--- src/rtl/l2_arbiter.sv ---
// Two-port (instruction / data) arbiter in front of a single L2 port.
// Round-robin between simultaneous requesters; L2 command is registered and held until mem_resp.
module l2_arbiter #(
  parameter logic FIRST_PRIO = 1'b1
) (
  input  logic         clk,
  input  logic         rst_n,
  input  logic         i_read,
  input  logic [31:0]  i_address,
  output logic [255:0] i_rdata,
  output logic         i_resp,
  input  logic         d_read,
  input  logic         d_write,
  input  logic [31:0]  d_address,
  input  logic [255:0] d_wdata,
  output logic [255:0] d_rdata,
  output logic         d_resp,
  output logic         mem_read,
  output logic         mem_write,
  output logic [31:0]  mem_address,
  output logic [255:0] mem_wdata,
  input  logic [255:0] mem_rdata,
  input  logic         mem_resp
);

  typedef enum logic [1:0] {IDLE, SERVE_I, SERVE_D} state_t;

  state_t        state, state_nxt;
  logic          last_grant;   // 1 = data port completed last
  logic          hist_vld;     // a transaction has completed since reset
  logic          take, grant_d;
  logic          d_req;
  logic [31:0]   hold_addr;
  logic [255:0]  hold_wdata;
  logic          hold_rd, hold_wr;

  assign d_req = d_read | d_write;

  always_comb begin
    state_nxt = state;
    take      = 1'b0;
    grant_d   = 1'b0;
    i_resp    = 1'b0;
    d_resp    = 1'b0;
    case (state)
      IDLE: begin
        if (i_read && d_req) begin
          take    = 1'b1;
          grant_d = hist_vld ? ~last_grant : FIRST_PRIO;
        end else if (d_req) begin
          take    = 1'b1;
          grant_d = 1'b1;
        end else if (i_read) begin
          take    = 1'b1;
        end
        if (take) state_nxt = grant_d ? SERVE_D : SERVE_I;
      end
      SERVE_I: begin
        if (mem_resp) begin
          i_resp    = 1'b1;
          state_nxt = IDLE;
        end
      end
      SERVE_D: begin
        if (mem_resp) begin
          d_resp    = 1'b1;
          state_nxt = IDLE;
        end
      end
      default: state_nxt = IDLE;
    endcase
  end

  always_ff @(posedge clk) begin
    if (!rst_n) begin
      state      <= IDLE;
      last_grant <= 1'b0;
      hist_vld   <= 1'b0;
      hold_addr  <= '0;
      hold_wdata <= '0;
      hold_rd    <= 1'b0;
      hold_wr    <= 1'b0;
    end else begin
      state <= state_nxt;
      if (take) begin
        hold_addr  <= grant_d ? d_address : i_address;
        hold_wdata <= grant_d ? d_wdata : '0;
        // read+write together from the data port resolves to a write
        hold_rd    <= ~grant_d | ~d_write;
        hold_wr    <= grant_d & d_write;
      end
      if (i_resp || d_resp) begin
        last_grant <= d_resp;
        hist_vld   <= 1'b1;
        hold_rd    <= 1'b0;
        hold_wr    <= 1'b0;
      end
    end
  end

  assign mem_read    = hold_rd;
  assign mem_write   = hold_wr;
  assign mem_address = hold_addr;
  assign mem_wdata   = hold_wdata;
  assign i_rdata     = (state == SERVE_I) ? mem_rdata : '0;
  assign d_rdata     = (state == SERVE_D) ? mem_rdata : '0;

endmodule

--- config.mk ---
export PLATFORM = sky130hd
export DESIGN_NAME = l2_arbiter
export DESIGN_NICKNAME = d
export VERILOG_FILES = /design/src/rtl/l2_arbiter.sv
export SDC_FILE = /design/constraint.sdc
export NUM_CORES = 1
export LEC_CHECK = 0
export ABC_AREA = 1
export CAP_MARGIN = 20
export CORE_AREA = 4 4 533 535
export DETAILED_ROUTE_END_ITERATION = 6
export DIE_AREA = 0 0 537 539
export DONT_BUFFER_PORTS = 1
export SLEW_MARGIN = 20
export SYNTH_ARGS = -nofsm -noshare
export SYNTH_HDL_FRONTEND = slang
export SYNTH_SLANG_ARGS = --single-unit
--- constraint.sdc ---
create_clock -name clk -period 2.1 [get_ports clk]
set_input_delay 0.21 -clock clk [delete_from_list [all_inputs] [get_ports clk]]
set_output_delay 0.21 -clock clk [all_outputs]
set_load 0.05 [all_outputs]
# Yosys cells after proc, flatten, opt, wreduce, memory -nomap -nowiden
# Cells that the tools add are included.
[classes]
n_eq_ne = 4
n_mux = 21
bitwise_logic = 7
n_reduce_logical = 6
[ops]
columns = ["op", "n"]
rows = [
  ["$mux W256", 3],
  ["$mux W32", 1],
  ["$mux W1", 13],
  ["$mux W2", 3],
  ["$ne A2 B1 Y1 const B", 2],
  ["$not A1 Y1", 4],
  ["$pmux W2 S2", 1],
  ["$reduce_or A2 Y1", 2],
  ["$eq A2 B1 Y1 const B", 1],
  ["$eq A2 B2 Y1 const B", 1],
  ["$logic_not A2 Y1", 1],
  ["$or A1 B1 Y1", 2],
  ["$reduce_and A2 Y1", 1],
  ["$and A1 B1 Y1", 1],
  ["$logic_and A1 B1 Y1", 1],
  ["$logic_or A1 B1 Y1", 1],
]
[word_totals]
elab_cells = 45
inputBits = 582
output_inout_bits = 804
regBits = 294

# Depth between registers and ports, before layout
[depth]
ltp_word = 7
ltp_mapped = 9
mapped_depth_nobuf = 6

# Least setup slack after synthesis
# OpenSTA, ideal clock, no wires.
[synth_path]
path_kind = "reg-to-output"
from = "register state[0]"
to = "output port d_rdata[215]"
path_buffers = 3
t_required_ns = 1.890
path_stages_with_launch = 8
arrival_ns = 1.611
path_slack_ns = 0.279
cell_sequence = "dfxtp_1 -> inv_1 -> ha_1 -> clkbuf_1 -> clkbuf_1 -> buf_1 -> nand2_1 -> inv_1"
[synth_between]
elab_chain_len = 2
[synth_rtl]
columns = ["item", "line", "text"]
rows = [
  ["start, declared", "28", "state_t state, state_nxt;"],
  ["start signal, assigned", "84", "state <= state_nxt;"],
  ["$eq A2 B2 Y1", "106", "assign d_rdata = (state == SERVE_D) ? mem_rdata : '0;"],
  ["$mux W256", "106", ""],
  ["end, declared", "16", "output logic [255:0] d_rdata,"],
]
# Every way passes these cells.

# Worst setup path in the final report
[layout_path]
from = "register state[0]"
to = "output port d_rdata[255]"
# Same word-level chain as after synthesis.

==> impl_metrics.ini <==
[place]
placedCellCount = 6853
numPortBuffers = 0
dp_hpwl_mm = 196
gp_congestion = 0.951
post_dp_cell_area_um2 = 30500

[floorplan]
fp.dieW_um = 537
dieHeight_um = 539
rows = 194
start_util_pct = 5.39
core_area_um2 = 279000
die_area_um2 = 289000
io_pins = 1386

[synth]
synthDominantCellAreaShare_pct = 39.1
yosysTopAreaCell = dfxtp_1
synthMuxAreaShare_pct = 0
netlist_area_um2 = 15000
avgSynthCellArea_um2 = 5.90
synth_compound_area_share_pct = 9.80
ys_seq_area_share_pct = 39.1
synth_cell_type_count = 18
syn-num-nets = 3133
synth_xor_area_share_pct = 0
synth_cells = 2548
synth_area_leaders = dfxtp_1 (39%), nand2_1 (29%), inv_1 (15%)
synthAdderAreaFrac_pct = 0.250
yosys_warnings = 0
synth_simple_gate_area_share_pct = 31.1
synth_top_family_by_area = simple AND/OR/NAND/NOR gates
ys_ff_latch = 294

[timing]
rsz0062_at_grt = true
finalHoldViolCount = 0
final.setup_skew_ns = 0.0155
setup_viol = 518
fin_ws_ns = -0.209
fmax_mhz = 433
final_max_slew_viol_count = 0
max_slew_margin_pct = 41.5
fin_tns_setup_ns = -58.07
min_period_ns = 2.31
timing.final.crit_share_pct = 110
tightest_slew_ns = 0.876
fin_hold_ws_ns = 0.0775

[critical_path]
required_ns = 1.89
r2r-start = state[0]
r2r_setup_slack_ns = -0.01
crit_path_max_fanout = 9
cp.arrival_ns = 2.10
crit_path_end_kind = output pin
r2r-end = mem_address[22]
path_class = register to output pin
reg2reg_depth = 9
start_kind = register

[min_path]
hold_start = i_read
hold_path.class = input pin to register
holdPathEnd = mem_wdata[227]
whs_path_depth = 5

[layout]
final_cell_mix = nand2_1 (1093), buf_12 (479), inv_1 (395), dlygate4sd3_1 (331), a21oi_1 (292)
fillers = 31835
final_common_cell = nand2_1
design_area_um2 = 36500
drive_gt1_share_pct = 31.0
area_growth_pct = 143
stdcell_count = 7360
final_nets = 4114
final_util_pct = 13.1

[pwr]
p_seq_share_pct = 27.7
p_leak_uw = 0.0169
vdd_drop_max_v = 0.000539
cellInternalPower_uw = 14000
comb_power_share_pct = 47.8
clockPowerShare_pct = 24.4
powerDensity_nw_per_um2 = 713
switchingPower_uw = 12000
swShare_pct = 46.1

[routing]
via_count = 20642
first_pass_iters = 6
wl_per_cell_um = 29.6
wl_mm = 218
ant_nets = 0
drc = 0
drt_iter0_drc = 1462
via_per_inst = 2.80

[clock_network]
cts_buffers = 34
clk_path_buf_depth = 3
cts-root-buf = clkbuf_16
cts-htree-levels = 2
cts.clk_slew.worst_paths_ns = 0.06
insertion_delay_ns = 0.59
cts.sinks = 294
cts_tree = built

[global_routing]
antenna_found_initial = 127
grt-ovfl-total = 0
grt_pass1_vias = 20216
grtUsageMet2_pct = 23.8
grt_pass1_wl_mm = 257
grt_max_degree = 78
grt_usage_pct = 14.2
grtUsageMet3_pct = 10.3
gr-usage-met1_pct = 14.2
grt-busiest-layer = met2

[run_status]
status = finished with violations
violations = setup timing

[job]
maxCapViolations = 0
==> cell usage after synthesis <==
cell type,number
nand2_1,1163
inv_1,586
dfxtp_1,294
a21oi_1,293
clkbuf_1,92
buf_2,35
nand3b_1,32
buf_4,26
buf_1,9
ha_1,3
inv_2,3
nand3_1,3
nor2_1,3
nand2_2,2
nand3_2,1
nand3_4,1
nor3_1,1
o31ai_1,1
==> power groups by stage <==
stage	logic, uW	registers (uW)	clock network, uW
2_1_floorplan	4300	8540	0
3_3_place_gp	11200	7320	0
3_5_place_dp	11300	7340	0
4_1_cts	12500	7220	6690
5_1_grt	13300	7280	6800
6_report	12500	7220	6360
==> kinds of logic after synthesis <==
group / Yosys count
compound gates: 294
fa+ha+maj: 3
buf+inv: 751
flops: 294
simple gates: 1206
==> flip-flops by register name, summed over array words and instances (netlist names) <==
register	count
mem_wdata	256
mem_address	32
state	2
hist_vld	1
last_grant	1
mem_read	1
mem_write	1
==> critical path, cell delays in order, from the launching register on <==
cell	delay (ns)
dfxtp_2	0.33
inv_2	0.05
ha_4	0.16
buf_4	0.14
buf_16	0.15
buf_8	0.22
nand2_1	0.10
inv_1	0.08
buf_12	0.15
==> layout make-up <==
cell class                      count  area, um^2  area share (%)
Clock inverter                     12         165           0.452
Tap cell                         3724        4660            12.8
Clock buffer                       49         958            2.62
Multi-Input combinational cell   1503        6570            18.0
Timing Repair Buffer             1107       15700            42.9
Antenna cell                       82         205           0.562
Sequential cell                   294        5890            16.1
Inverter                          589        2400            6.57
==> through the flow <==
step                      power [uW]  setup WS (ns)
after floorplan                12800          0.279
after global placement         18600          0.227
after detailed placement       18600          0.216
after CTS                      26400         -0.292
after global routing           27300         -0.308
final                          26000         -0.209
==> how the worst max path moves through the flow <==
| stage | startpoint | end | depth (start not counted) |
|---|---|---|---|
| floorplan | state[0] | d_rdata[215] | 7 |
| global placement | state[0] | d_rdata[239] | 7 |
| detailed placement | state[0] | d_rdata[236] | 6 |
| CTS | state[0] | d_rdata[11] | 8 |
| global route | state[0] | d_rdata[11] | 8 |
| finish | state[0] | d_rdata[255] | 8 |
==> per-layer routing <==
layer | vias up | wire (um)
met2 | 1459 | 101000
met5 | - | 49
met4 | 8 | 4960
li1 | 9395 | -
met3 | 274 | 37700
met1 | 9506 | 74000
==> what timing repair did <==
item                       4_1_cts  5_1_grt
hold endpoints to repair       294        0
cloned                           7        6
hold buffers                   332        0
setup buffers                   14        8
gates resized for setup        211      175
pin swaps                       15       10
setup endpoints to repair      513      529
Note: power is estimated with default switching activity, not from simulation.
